===== src/rtl/pipe_pkg.sv =====
// Shared definitions for the pipeline front-end storage: watchdog state
// encoding and the NOP constants loaded on reset, flush and bubble.
package pipe_pkg;

   localparam int CTRL_W_DEF = 10;

   typedef enum logic [1:0] {
      ST_RUN   = 2'd0,
      ST_STALL = 2'd1,
      ST_ERR   = 2'd2
   } wd_state_t;

   localparam logic [31:0]           NOP_INST  = 32'h0000_0000;
   localparam logic [CTRL_W_DEF-1:0] CTRL_NOP  = '0;

endpackage


===== src/rtl/sat_counter.sv =====
// Saturating up-counter with synchronous active-low clear; holds at all-ones.
module sat_counter #(
   parameter int CNT_W = 16
) (
   input  logic             i_clk,
   input  logic             i_clr_n,
   input  logic             i_inc,
   output logic [CNT_W-1:0] o_count
);

   logic [CNT_W-1:0] r_count;

   always_ff @(posedge i_clk) begin
      if (!i_clr_n) begin
         r_count <= '0;
      end else if (i_inc && (r_count != {CNT_W{1'b1}})) begin
         r_count <= r_count + CNT_W'(1);
      end
   end

   assign o_count = r_count;

endmodule


===== src/rtl/pipe_front_regs.sv =====
// PC, IF/ID and ID/EX control registers for the 5-stage core, driven by the
// hazard unit's stall/bubble controls and branch flush, with stall watchdog.
module pipe_front_regs
   import pipe_pkg::*;
#(
   parameter int          PC_W      = 32,
   parameter int          INST_W    = 32,
   parameter int          CTRL_W    = CTRL_W_DEF,
   parameter int          CNT_W     = 16,
   parameter int          MAX_STALL = 2,
   parameter int unsigned RESET_PC  = 0
) (
   input  logic              clk,
   input  logic              rst,
   input  logic              pc_load,
   input  logic              IF_ID_load,
   input  logic              sel_signal,
   input  logic              flush,
   input  logic [PC_W-1:0]   pc_next,
   input  logic [INST_W-1:0] inst_if,
   input  logic [PC_W-1:0]   pc_plus4_if,
   input  logic [CTRL_W-1:0] ctrl_id,
   output logic [PC_W-1:0]   pc_out,
   output logic [INST_W-1:0] inst_id,
   output logic [PC_W-1:0]   pc_plus4_id,
   output logic              valid_id,
   output logic [CTRL_W-1:0] ctrl_ex,
   output logic              valid_ex,
   output logic [CNT_W-1:0]  stall_count,
   output logic [CNT_W-1:0]  flush_count,
   output logic [CNT_W-1:0]  bubble_count,
   output logic              stall_err,
   output logic              proto_err
);

   // run must be able to hold MAX_STALL+1 to detect the overrun
   localparam int RUN_W = $clog2(MAX_STALL + 2);

   wd_state_t        r_state, w_state_nxt;
   logic [RUN_W-1:0] r_run, w_run_nxt, w_run_inc;
   logic             w_stall_err_nxt;
   logic             w_stall, w_bubble, w_proto;

   assign w_stall  = ~pc_load;
   assign w_bubble = ~sel_signal;
   assign w_proto  = (pc_load != IF_ID_load) | (~pc_load & sel_signal);
   assign w_run_inc = r_run + RUN_W'(1);

   always_ff @(posedge clk) begin
      if (!rst) begin
         pc_out      <= PC_W'(RESET_PC);
         inst_id     <= INST_W'(NOP_INST);
         pc_plus4_id <= '0;
         valid_id    <= 1'b0;
         ctrl_ex     <= CTRL_W'(CTRL_NOP);
         valid_ex    <= 1'b0;
         proto_err   <= 1'b0;
      end else begin
         if (pc_load) pc_out <= pc_next;

         if (flush) begin
            inst_id     <= INST_W'(NOP_INST);
            pc_plus4_id <= '0;
            valid_id    <= 1'b0;
         end else if (IF_ID_load) begin
            inst_id     <= inst_if;
            pc_plus4_id <= pc_plus4_if;
            valid_id    <= 1'b1;
         end

         if (sel_signal) begin
            ctrl_ex  <= ctrl_id;
            valid_ex <= valid_id;
         end else begin
            ctrl_ex  <= CTRL_W'(CTRL_NOP);
            valid_ex <= 1'b0;
         end

         if (w_proto) proto_err <= 1'b1;
      end
   end

   always_ff @(posedge clk) begin
      if (!rst) begin
         r_state   <= ST_RUN;
         r_run     <= '0;
         stall_err <= 1'b0;
      end else begin
         r_state   <= w_state_nxt;
         r_run     <= w_run_nxt;
         stall_err <= w_stall_err_nxt;
      end
   end

   // Watchdog: flag only, the datapath above never consults it
   always_comb begin
      w_state_nxt     = r_state;
      w_run_nxt       = r_run;
      w_stall_err_nxt = stall_err;
      case (r_state)
         ST_RUN: begin
            if (w_stall) begin
               w_run_nxt   = RUN_W'(1);
               w_state_nxt = ST_STALL;
            end else begin
               w_run_nxt = '0;
            end
         end
         ST_STALL: begin
            if (w_stall) begin
               if (w_run_inc > RUN_W'(MAX_STALL)) begin
                  w_state_nxt     = ST_ERR;
                  w_stall_err_nxt = 1'b1;
               end
               w_run_nxt = w_run_inc;
            end else begin
               w_run_nxt   = '0;
               w_state_nxt = ST_RUN;
            end
         end
         ST_ERR: begin
            w_stall_err_nxt = 1'b1;
         end
         default: begin
            w_state_nxt = ST_RUN;
            w_run_nxt   = '0;
         end
      endcase
   end

   sat_counter #(.CNT_W(CNT_W)) u_stall_cnt (
      .i_clk  (clk),
      .i_clr_n(rst),
      .i_inc  (w_stall),
      .o_count(stall_count)
   );

   sat_counter #(.CNT_W(CNT_W)) u_flush_cnt (
      .i_clk  (clk),
      .i_clr_n(rst),
      .i_inc  (flush),
      .o_count(flush_count)
   );

   sat_counter #(.CNT_W(CNT_W)) u_bubble_cnt (
      .i_clk  (clk),
      .i_clr_n(rst),
      .i_inc  (w_bubble),
      .o_count(bubble_count)
   );

endmodule


===== config.mk =====
export PLATFORM = sky130hd
export DESIGN_NAME = pipe_front_regs
export DESIGN_NICKNAME = d
export VERILOG_FILES = /design/src/rtl/pipe_pkg.sv /design/src/rtl/sat_counter.sv /design/src/rtl/pipe_front_regs.sv
export SDC_FILE = /design/constraint.sdc
export NUM_CORES = 1
export LEC_CHECK = 0
export ABC_AREA = 1
export CAP_MARGIN = 20
export CORE_ASPECT_RATIO = 2
export CORE_MARGIN = 2
export CORE_UTILIZATION = 60
export DETAILED_ROUTE_END_ITERATION = 12
export DONT_BUFFER_PORTS = 1
export PLACE_DENSITY = 0.76
export SYNTH_ARGS = -nofsm -noshare
export SYNTH_HDL_FRONTEND = slang
export SYNTH_HIERARCHICAL = 1
export SYNTH_SLANG_ARGS = --single-unit

===== constraint.sdc =====
create_clock -name clk -period 2.73 [get_ports clk]
set_clock_uncertainty 0.15 [all_clocks]
set_input_delay 0.819 -clock clk [delete_from_list [all_inputs] [get_ports clk]]
set_output_delay 0.819 -clock clk [all_outputs]
set_load 0.05 [all_outputs]

---- Word-level counts from Yosys, hierarchy flattened ----
Cells that the tools add are included.
storage, ports and cells
  register bits ........................... 162
  output and inout bits ................... 158
  bits of input ports ..................... 112
operators by class
  add/subtract/negate cells ............... 4
  bitwise logic cells ..................... 6
  order comparisons ....................... 1
  muxes and demuxes ....................... 10
  reduce and logical (&&, ||, !) cells .... 9
  equality and inequality tests ........... 10
operators by type and width
  operator                 number
  $add A16 B1 Y16 const B  3
  $ne A16 B16 Y1 const B   3
  $pmux W2 S3              2
  $mux W2                  4
  $ne A2 B2 Y1 const B     3
  $reduce_and A3 Y1        2
  $not A1 Y1               4
  $logic_and A1 B1 Y1      3
  $mux W1                  3
  $ne A3 B3 Y1 const B     1
  $add A2 B1 Y2 const B    1
  $eq A2 B1 Y1 const B     1
  $eq A2 B2 Y1 const B     1
  $gt A2 B2 Y1 const B     1
  $logic_not A2 Y1         1
  $pmux W1 S2              1
  $reduce_and A2 Y1        1
  $reduce_bool A2 Y1       1
  $reduce_or A2 Y1         1
  $and A1 B1 Y1            1
  $ne A1 B1 Y1             1
  $or A1 B1 Y1             1

---- Longest topological paths before layout ----
Gate-level depths: netlist of run 1.
  depth in word-level cells ............... 5
  depth in mapped cells ................... 11
  gate-level depth less buffers ........... 9

---- Cells and area by module ----
Netlist of run 1, hierarchy kept.
by module, submodules not included
  module           area an instance (um^2)  instances  cells an instance
  pipe_front_regs  4082.7                   1          491
  sat_counter      996.0                    3          149

---- Worst setup path after synthesis of run 1 ----
Ideal clock, no wire load.
  path type ............................... input to register
  start ................................... input pc_load
  end ..................................... register u_stall_cnt.r_count[13] (netlist: u_stall_cnt/o_count[13])
  stages .................................. 10
  arrival time ............................ 2.039 ns
  data required time ...................... 2.463 ns
  buffers on the path ..................... 3
  path slack .............................. 0.424 ns
  cells stage by stage .................... buf_2 -> inv_1 -> buf_2 -> buf_4 -> nand3_1 -> or2_0 -> nor2_1 -> nand3_1 -> nand2_1 -> nor2_1
on the way
  cells in the longest elaborated chain, start to end .. 2
RTL lines
  item                  line                   text
  start, declared       pipe_front_regs.sv:15  input logic pc_load,
  $not A1 Y1            pipe_front_regs.sv:44  assign w_stall = ~pc_load;
  named net w_stall     pipe_front_regs.sv:42  logic w_stall, w_bubble, w_proto;
  $logic_and A1 B1 Y1   sat_counter.sv:16      end else if (i_inc && (r_count != {CNT_W{1'b1}})) begin
  end signal, assigned  sat_counter.sv:17      r_count <= r_count + CNT_W'(1);
  end, declared         sat_counter.sv:11      logic [CNT_W-1:0] r_count;
The timed path passes the listed nets, and every way through them passes these cells.
A chain may end at the register's enable or synchronous reset.

---- Worst setup path after layout of run 1 ----
  start ................................... register u_bubble_cnt.r_count[8] (netlist: u_bubble_cnt/o_count[8])
  end ..................................... output bubble_count[8]
RTL lines
  item                    line                   text
  start, declared         sat_counter.sv:11
  start signal, assigned  sat_counter.sv:17
  end, declared           pipe_front_regs.sv:31  output logic [CNT_W-1:0] bubble_count,
No word-level cell between the ends.

==> results.json, run 1 <==
{
  "outcome": "finished clean",
  "p_switching_mw": 1.51,
  "syn_area_per_cell_sq_um": 7.54,
  "grt_start_max_net_pins": 86,
  "synthTopCellsByCount": "nand2_1, nor2_1, dfxtp_1",
  "slew_viol_final": 0,
  "grt_pass1_wl_um": 26200,
  "synth_cell_types": 28,
  "final_cells": 1103,
  "cts.reportedPaths.clkPinSlew_ns": 0.07,
  "cp_max_fo": 5,
  "cts_tree": "built",
  "insertion_delay_ns": 0.41,
  "start_util_pct": 60.8,
  "overflow": 0,
  "synth.mux.area_fraction_pct": 0,
  "ys_warn_count": 6,
  "required_ns": 1.76,
  "grt_pass1_vias": 5551,
  "timing.final.crit_share_pct": 78.2,
  "wl_per_cell_um": 15.6,
  "vdd_drop_max_mv": 0.504,
  "tns_ns": 0,
  "drcViolationCount": 0,
  "drt-pass1-iter-count": 5,
  "worstPathArrival_ns": 1.17,
  "synth.top_cell.area_share_pct": 45.9,
  "cts_hold_buf": 0,
  "p_per_area_nw_per_um2": 691,
  "clock_sinks": 162,
  "synth_area_sq_um": 7070,
  "cp-start-kind": "flip-flop",
  "async_flop_share_pct": 0,
  "combPwrFrac_pct": 5.0,
  "dr_wl_met2_um": 9300,
  "drt_wl_total_um": 17200,
  "highest_layer": "met4",
  "yosysMostFrequentCell": "nand2_1",
  "finalSetupViolations": 0,
  "core_area_sq_um": 11600,
  "htree_levels": 4,
  "max_clock_freq_ghz": 0.469,
  "place_inst": 1071,
  "drive_gt1_share_pct": 18.3,
  "gp_congestion": 0.812,
  "report.final.hold_viol_count": 0,
  "postCtsSetupRepairBufs": 0,
  "die_area_sq_um": 12700,
  "cts_buffers": 17,
  "num_io_pins": 270,
  "synth_fa_ha_area_share_pct": 0.708,
  "hpwl_um": 12300,
  "power_frac_seq_pct": 51.1,
  "tightest_slew_ns": 0.678,
  "fin_crit_ns": 2.13,
  "p_leak_nw": 3.24,
  "ys_seq_area_share_pct": 45.9,
  "relSlewSlack_pct": 54.7,
  "synth-edff-count": 0,
  "row_count": 56,
  "n_antenna_cell": 0,
  "met1_length_um": 6210,
  "hp-class": "input pin to flip-flop",
  "pwr-share-clk_pct": 43.9,
  "path_class": "flip-flop to output port",
  "nets": 1061,
  "synth-simple-area-share_pct": 35.3,
  "rsz0062_at_grt": "false",
  "ys.flop_type": "dfxtp_1",
  "ys_seq_elements": 162,
  "cts_max_path_buffers": 2,
  "end_kind": "output port",
  "cts_resized": 0,
  "yosys-top-cells-area": "dfxtp_1, nand2_1, nor2_1",
  "area_growth_pct": 10.2,
  "final_util_pct": 67.0,
  "synth_fp_nets": 1054,
  "vias": 5983,
  "antenna_left": 0,
  "die_h_um": 158,
  "yosys.area.top_type": "dfxtp_1",
  "die_w_um": 80.8,
  "maxCapViolCount": 0,
  "grt_util_all_layers_pct": 26.5,
  "switching_share_pct": 28.0,
  "drt_iter0_drc": 331,
  "synth_compound_area_share_pct": 11.3,
  "syn-instance-count": 938,
  "portBuffers": 0,
  "intPower_mw": 3.88,
  "met3_length_um": 1190,
  "synth-xor-area-share_pct": 0,
  "synth_top_family_by_area": "simple AND/OR/NAND/NOR gates",
  "antenna_found_initial": 0,
  "viasPerCell": 5.42,
  "nFillCells": 1023,
  "cts-root-buf": "clkbuf_16"
}
## per-layer routing
metal	vias up	global-route usage (%)
met5	-	0
met2	239	47.9
met3	37	7.51
met4	0	12.2
li1	2967	-
met1	2740	27.7
## power by group through the flow
stage | Combinational (mW) | Clock [mW] | Sequential (mW)
floorplan | 0.243 | 0 | 2.81
global placement | 0.262 | 0 | 2.81
detailed placement | 0.271 | 0 | 2.80
CTS | 0.271 | 2.42 | 2.75
global route | 0.303 | 2.50 | 2.76
finish | 0.268 | 2.36 | 2.75
## worst paths after layout
path                           start                      end  slack, ns  cells after the start
min                          pc_load               r_state[0]       0.33                      1
max          u_bubble_cnt/o_count[8]          bubble_count[8]       0.60                      0
max reg2reg  u_stall_cnt/o_count[11]  u_stall_cnt/o_count[14]       0.75                      5
min reg2reg               r_state[1]               r_state[0]       0.35                      1
## flip-flops by register name, indices dropped and copies added, names as in the netlist, 2 cells and up
register and count:
u_bubble_cnt/o_count 16, r_run 2, pc_out 32, inst_id 32
u_stall_cnt/o_count 16, ctrl_ex 10, u_flush_cnt/o_count 16, r_state 2
pc_plus4_id 32
## metrics by stage
step | hold WS, ns | worst slack (ns) | cell area [sq um] | power [mW]
floorplan | 0.311 | 0.424 | 7070 | 3.06
global placement | 0.327 | 0.722 | 7200 | 3.07
detailed placement | 0.345 | 0.669 | 7200 | 3.07
CTS | 0.312 | 0.573 | 7790 | 5.44
global route | 0.313 | 0.545 | 7790 | 5.57
finish | 0.325 | 0.596 | 7790 | 5.38
## logic make-up (layout without fill, tap and decap cells)
logic type	Yosys count	after routing
compound gates	122	122
fa+ha+maj	4	4
buf+inv	89	109
flops	162	162
simple gates	561	561
## cells in the final DEF, fill, tap and decap left out, types with 17 or more instances in the layout
cell / instances
nand2_1: 266
a21oi_2: 50
dfxtp_1: 162
o21ai_0: 33
nor2_2: 21
a21oi_1: 39
nand3_1: 37
inv_1: 45
nor2_1: 184
clkbuf_16: 17
buf_4: 28
## final cells by class
cell class                      instances  area, sq um  share of cell area (%)
Tap cell                              145          181                    2.33
Multi-Input combinational cell        687         3350                    43.0
Inverter                               47          176                    2.26
Clock inverter                         13          139                    1.78
Sequential cell                       162         3240                    41.6
Clock buffer                           19          453                    5.81
Timing Repair Buffer                   30          250                    3.21
No activity file was read; power rests on OpenSTA's default activity.
==> run 2, diff against run 1 <==
--- a/config.mk
+++ b/config.mk
@@ -5,7 +5,7 @@
 export SDC_FILE = /design/constraint.sdc
 export NUM_CORES = 1
 export LEC_CHECK = 0
-export ABC_AREA = 1
+export ABC_AREA = 0
 export CAP_MARGIN = 20
 export CORE_ASPECT_RATIO = 2
 export CORE_MARGIN = 2
==> constraint.sdc (replaced) <==
create_clock -name clk -period 2.2 [get_ports clk]
set_clock_uncertainty 0.15 [all_clocks]
set_input_delay 0.66 -clock clk [delete_from_list [all_inputs] [get_ports clk]]
set_output_delay 0.66 -clock clk [all_outputs]
set_load 0.05 [all_outputs]
==> run 2 against run 1 <==
Via count down 14%. Largest power group unchanged. Wire length down 5.6%. Die area down 8.2%. Final cell count down 23%. Sequential power up 23%. Setup slack worse by 0.36 ns.
==> results.json, run 2 <==
{
  "yosys.area.top_type": "dfxtp_1",
  "drive_gt1_share_pct": 13.7,
  "synth-edff-count": 0,
  "vias": 5153,
  "cp_max_fo": 7,
  "end_kind": "output port",
  "required_ns": 1.39,
  "row_count": 53,
  "synth.top_cell.area_share_pct": 50.1,
  "slew_viol_final": 0,
  "design_area_sq_um": 7500,
  "core_area_sq_um": 10500,
  "min_from": "rst",
  "maxCapViolCount": 0,
  "start_util_pct": 61.4,
  "fin_crit_ns": 1.96,
  "rsz0062_at_grt": "false",
  "dr_wl_met2_um": 8750,
  "htree_levels": 4,
  "cts_hold_buf": 0,
  "multi_input_area_sq_um": 2990,
  "die_h_um": 151,
  "p_per_area_nw_per_um2": 893,
  "fin_ws_ns": 0.236,
  "ys_warn_count": 6,
  "wl_per_cell_um": 19.1,
  "hold-worst-slack_ns": 0.227,
  "tns_ns": 0,
  "cts_tree": "built",
  "final_util_pct": 71.2,
  "tightest_slew_ns": 0.722,
  "nets": 814,
  "portBuffers": 0,
  "max_clock_freq_ghz": 0.509,
  "cts-root-buf": "clkbuf_16",
  "area_growth_pct": 15.9,
  "path_class": "flip-flop to output port",
  "worstReg2RegStart": "u_bubble_cnt/o_count[1]",
  "hp-class": "input pin to flip-flop",
  "whs_path_depth": 1,
  "drcViolationCount": 0,
  "path_buf_inv": 1,
  "drt_iter0_drc": 265,
  "report.final.hold_viol_count": 0,
  "relSlewSlack_pct": 51.2,
  "num_io_pins": 270,
  "grt_pass1_vias": 5047,
  "synthTopCellsByCount": "dfxtp_1, nor2_1, mux2i_1",
  "yosys-top-cells-area": "dfxtp_1, mux2i_1, nor2_1",
  "cts_max_path_buffers": 2,
  "drt_wl_total_um": 16200,
  "final_common_cell": "dfxtp_1",
  "ys.flop_type": "dfxtp_1",
  "synth_area_sq_um": 6470,
  "met3_length_um": 1260,
  "synth_fp_nets": 770,
  "nFillCells": 794,
  "cp.depth": 1,
  "syn_area_per_cell_sq_um": 9.90,
  "grt_pass1_wl_um": 24600,
  "worstPathArrival_ns": 1.15,
  "max_stage_delay_ns": 0.48,
  "syn-instance-count": 654,
  "antenna_found_initial": 2,
  "async_flop_share_pct": 0,
  "finalSetupViolations": 0,
  "vdd_drop_max_mv": 0.740,
  "final_cells": 849,
  "drt-pass1-iter-count": 5,
  "grt_start_max_net_pins": 68,
  "crit_chain": "buf_4",
  "met1_length_um": 5720,
  "clock_sinks": 162,
  "timing.final.crit_share_pct": 89.3,
  "cp-endpoint": "stall_count[5]",
  "ys_seq_elements": 162,
  "r2r_end": "u_bubble_cnt/o_count[13]",
  "overflow": 0,
  "outcome": "finished clean",
  "cts_buffers": 17,
  "cts.reportedPaths.clkPinSlew_ns": 0.07,
  "p_leak_nw": 3.11,
  "grt_util_all_layers_pct": 26.6,
  "post-place-ws_ns": 0.214,
  "die_w_um": 77.4,
  "synth_cell_types": 43,
  "crit_family": "flip-flops",
  "startpoint": "u_stall_cnt/o_count[5]",
  "regToRegSetupSlack_ns": 0.27,
  "place_area_sq_um": 6900,
  "gp_congestion": 0.895,
  "hpwl_um": 12000,
  "reg_top3": "inst_id x32, pc_out x32, pc_plus4_id x32",
  "regArea_sq_um": 3240,
  "insertion_delay_ns": 0.41,
  "reg2regPathDepth": 5,
  "final_cell_mix": "dfxtp_1, nor2_1, mux2i_1",
  "slowest_stage": "dfxtp_1",
  "cts_resized": 0,
  "cp-start-kind": "flip-flop",
  "postCtsSetupRepairBufs": 0,
  "place_inst": 816,
  "highest_layer": "met4",
  "viasPerCell": 6.07,
  "power.total_mw": 6.70,
  "yosysMostFrequentCell": "dfxtp_1",
  "ys_seq_area_share_pct": 50.1,
  "die_area_sq_um": 11700,
  "antenna_left": 0
}
## run 2: cell types whose count changed after synthesis, sizes merged, moves of 15 or more
cell and change:
o31ai +15, nand3 -19, o21ai -21, nor2 -110, or4 +15, mux2i +105, nand2 -253, inv -31
a21oi -61
## run 2: worst min path at each step
stage | to | slack (ns)
3_5_place_dp | r_run[0] | 0.32
5_1_grt | r_state[1] | 0.21
2_1_floorplan | r_run[0] | 0.30
4_1_cts | r_state[1] | 0.21
3_3_place_gp | r_run[0] | 0.31
6_report | r_state[1] | 0.23
## run 2: power by group
| part | switching (mW) | internal (mW) | total [mW] |
|---|---|---|---|
| sequential | 0.359 | 3.03 | 3.39 |
| clock | 1.23 | 1.81 | 3.04 |
| combinational | 0.147 | 0.132 | 0.279 |
## run 2: logic make-up (layout without fill, tap and decap cells)
logic type | count (synthesis) | in the layout | synth area share, %
compound gates | 72 | 72 | 7.19
flops | 162 | 162 | 50.1
buf+inv | 47 | 103 | 3.69
xor+xnor | 6 | 6 | 0.812
other cells | 0 | 2 | 0
mux | 105 | 105 | 16.2
simple gates | 258 | 258 | 21.2
fa+ha+maj | 4 | 4 | 0.773
## run 2: metal layers
layer	GRT usage [%]	vias up
li1	-	2431
met1	26.6	2441
met2	49.1	244
met3	9.30	37
met4	11.9	0
met5	0	-
## run 2: worst reg2reg max path: stages (launching register included)
cell	delay, ns
dfxtp_1	0.34
buf_4	0.22
and4_1	0.20
nand2_1	0.21
or4_1	0.56
a21oi_1	0.18
## run 2: layout make-up
class	count	area share [%]
clock buffer	18	5.72
tap	137	2.28
multi-input combinational	445	39.9
antenna	2	0.0667
clock inverter	13	2.32
inverter	17	0.850
timing repair buffer	55	5.67
sequential	162	43.2
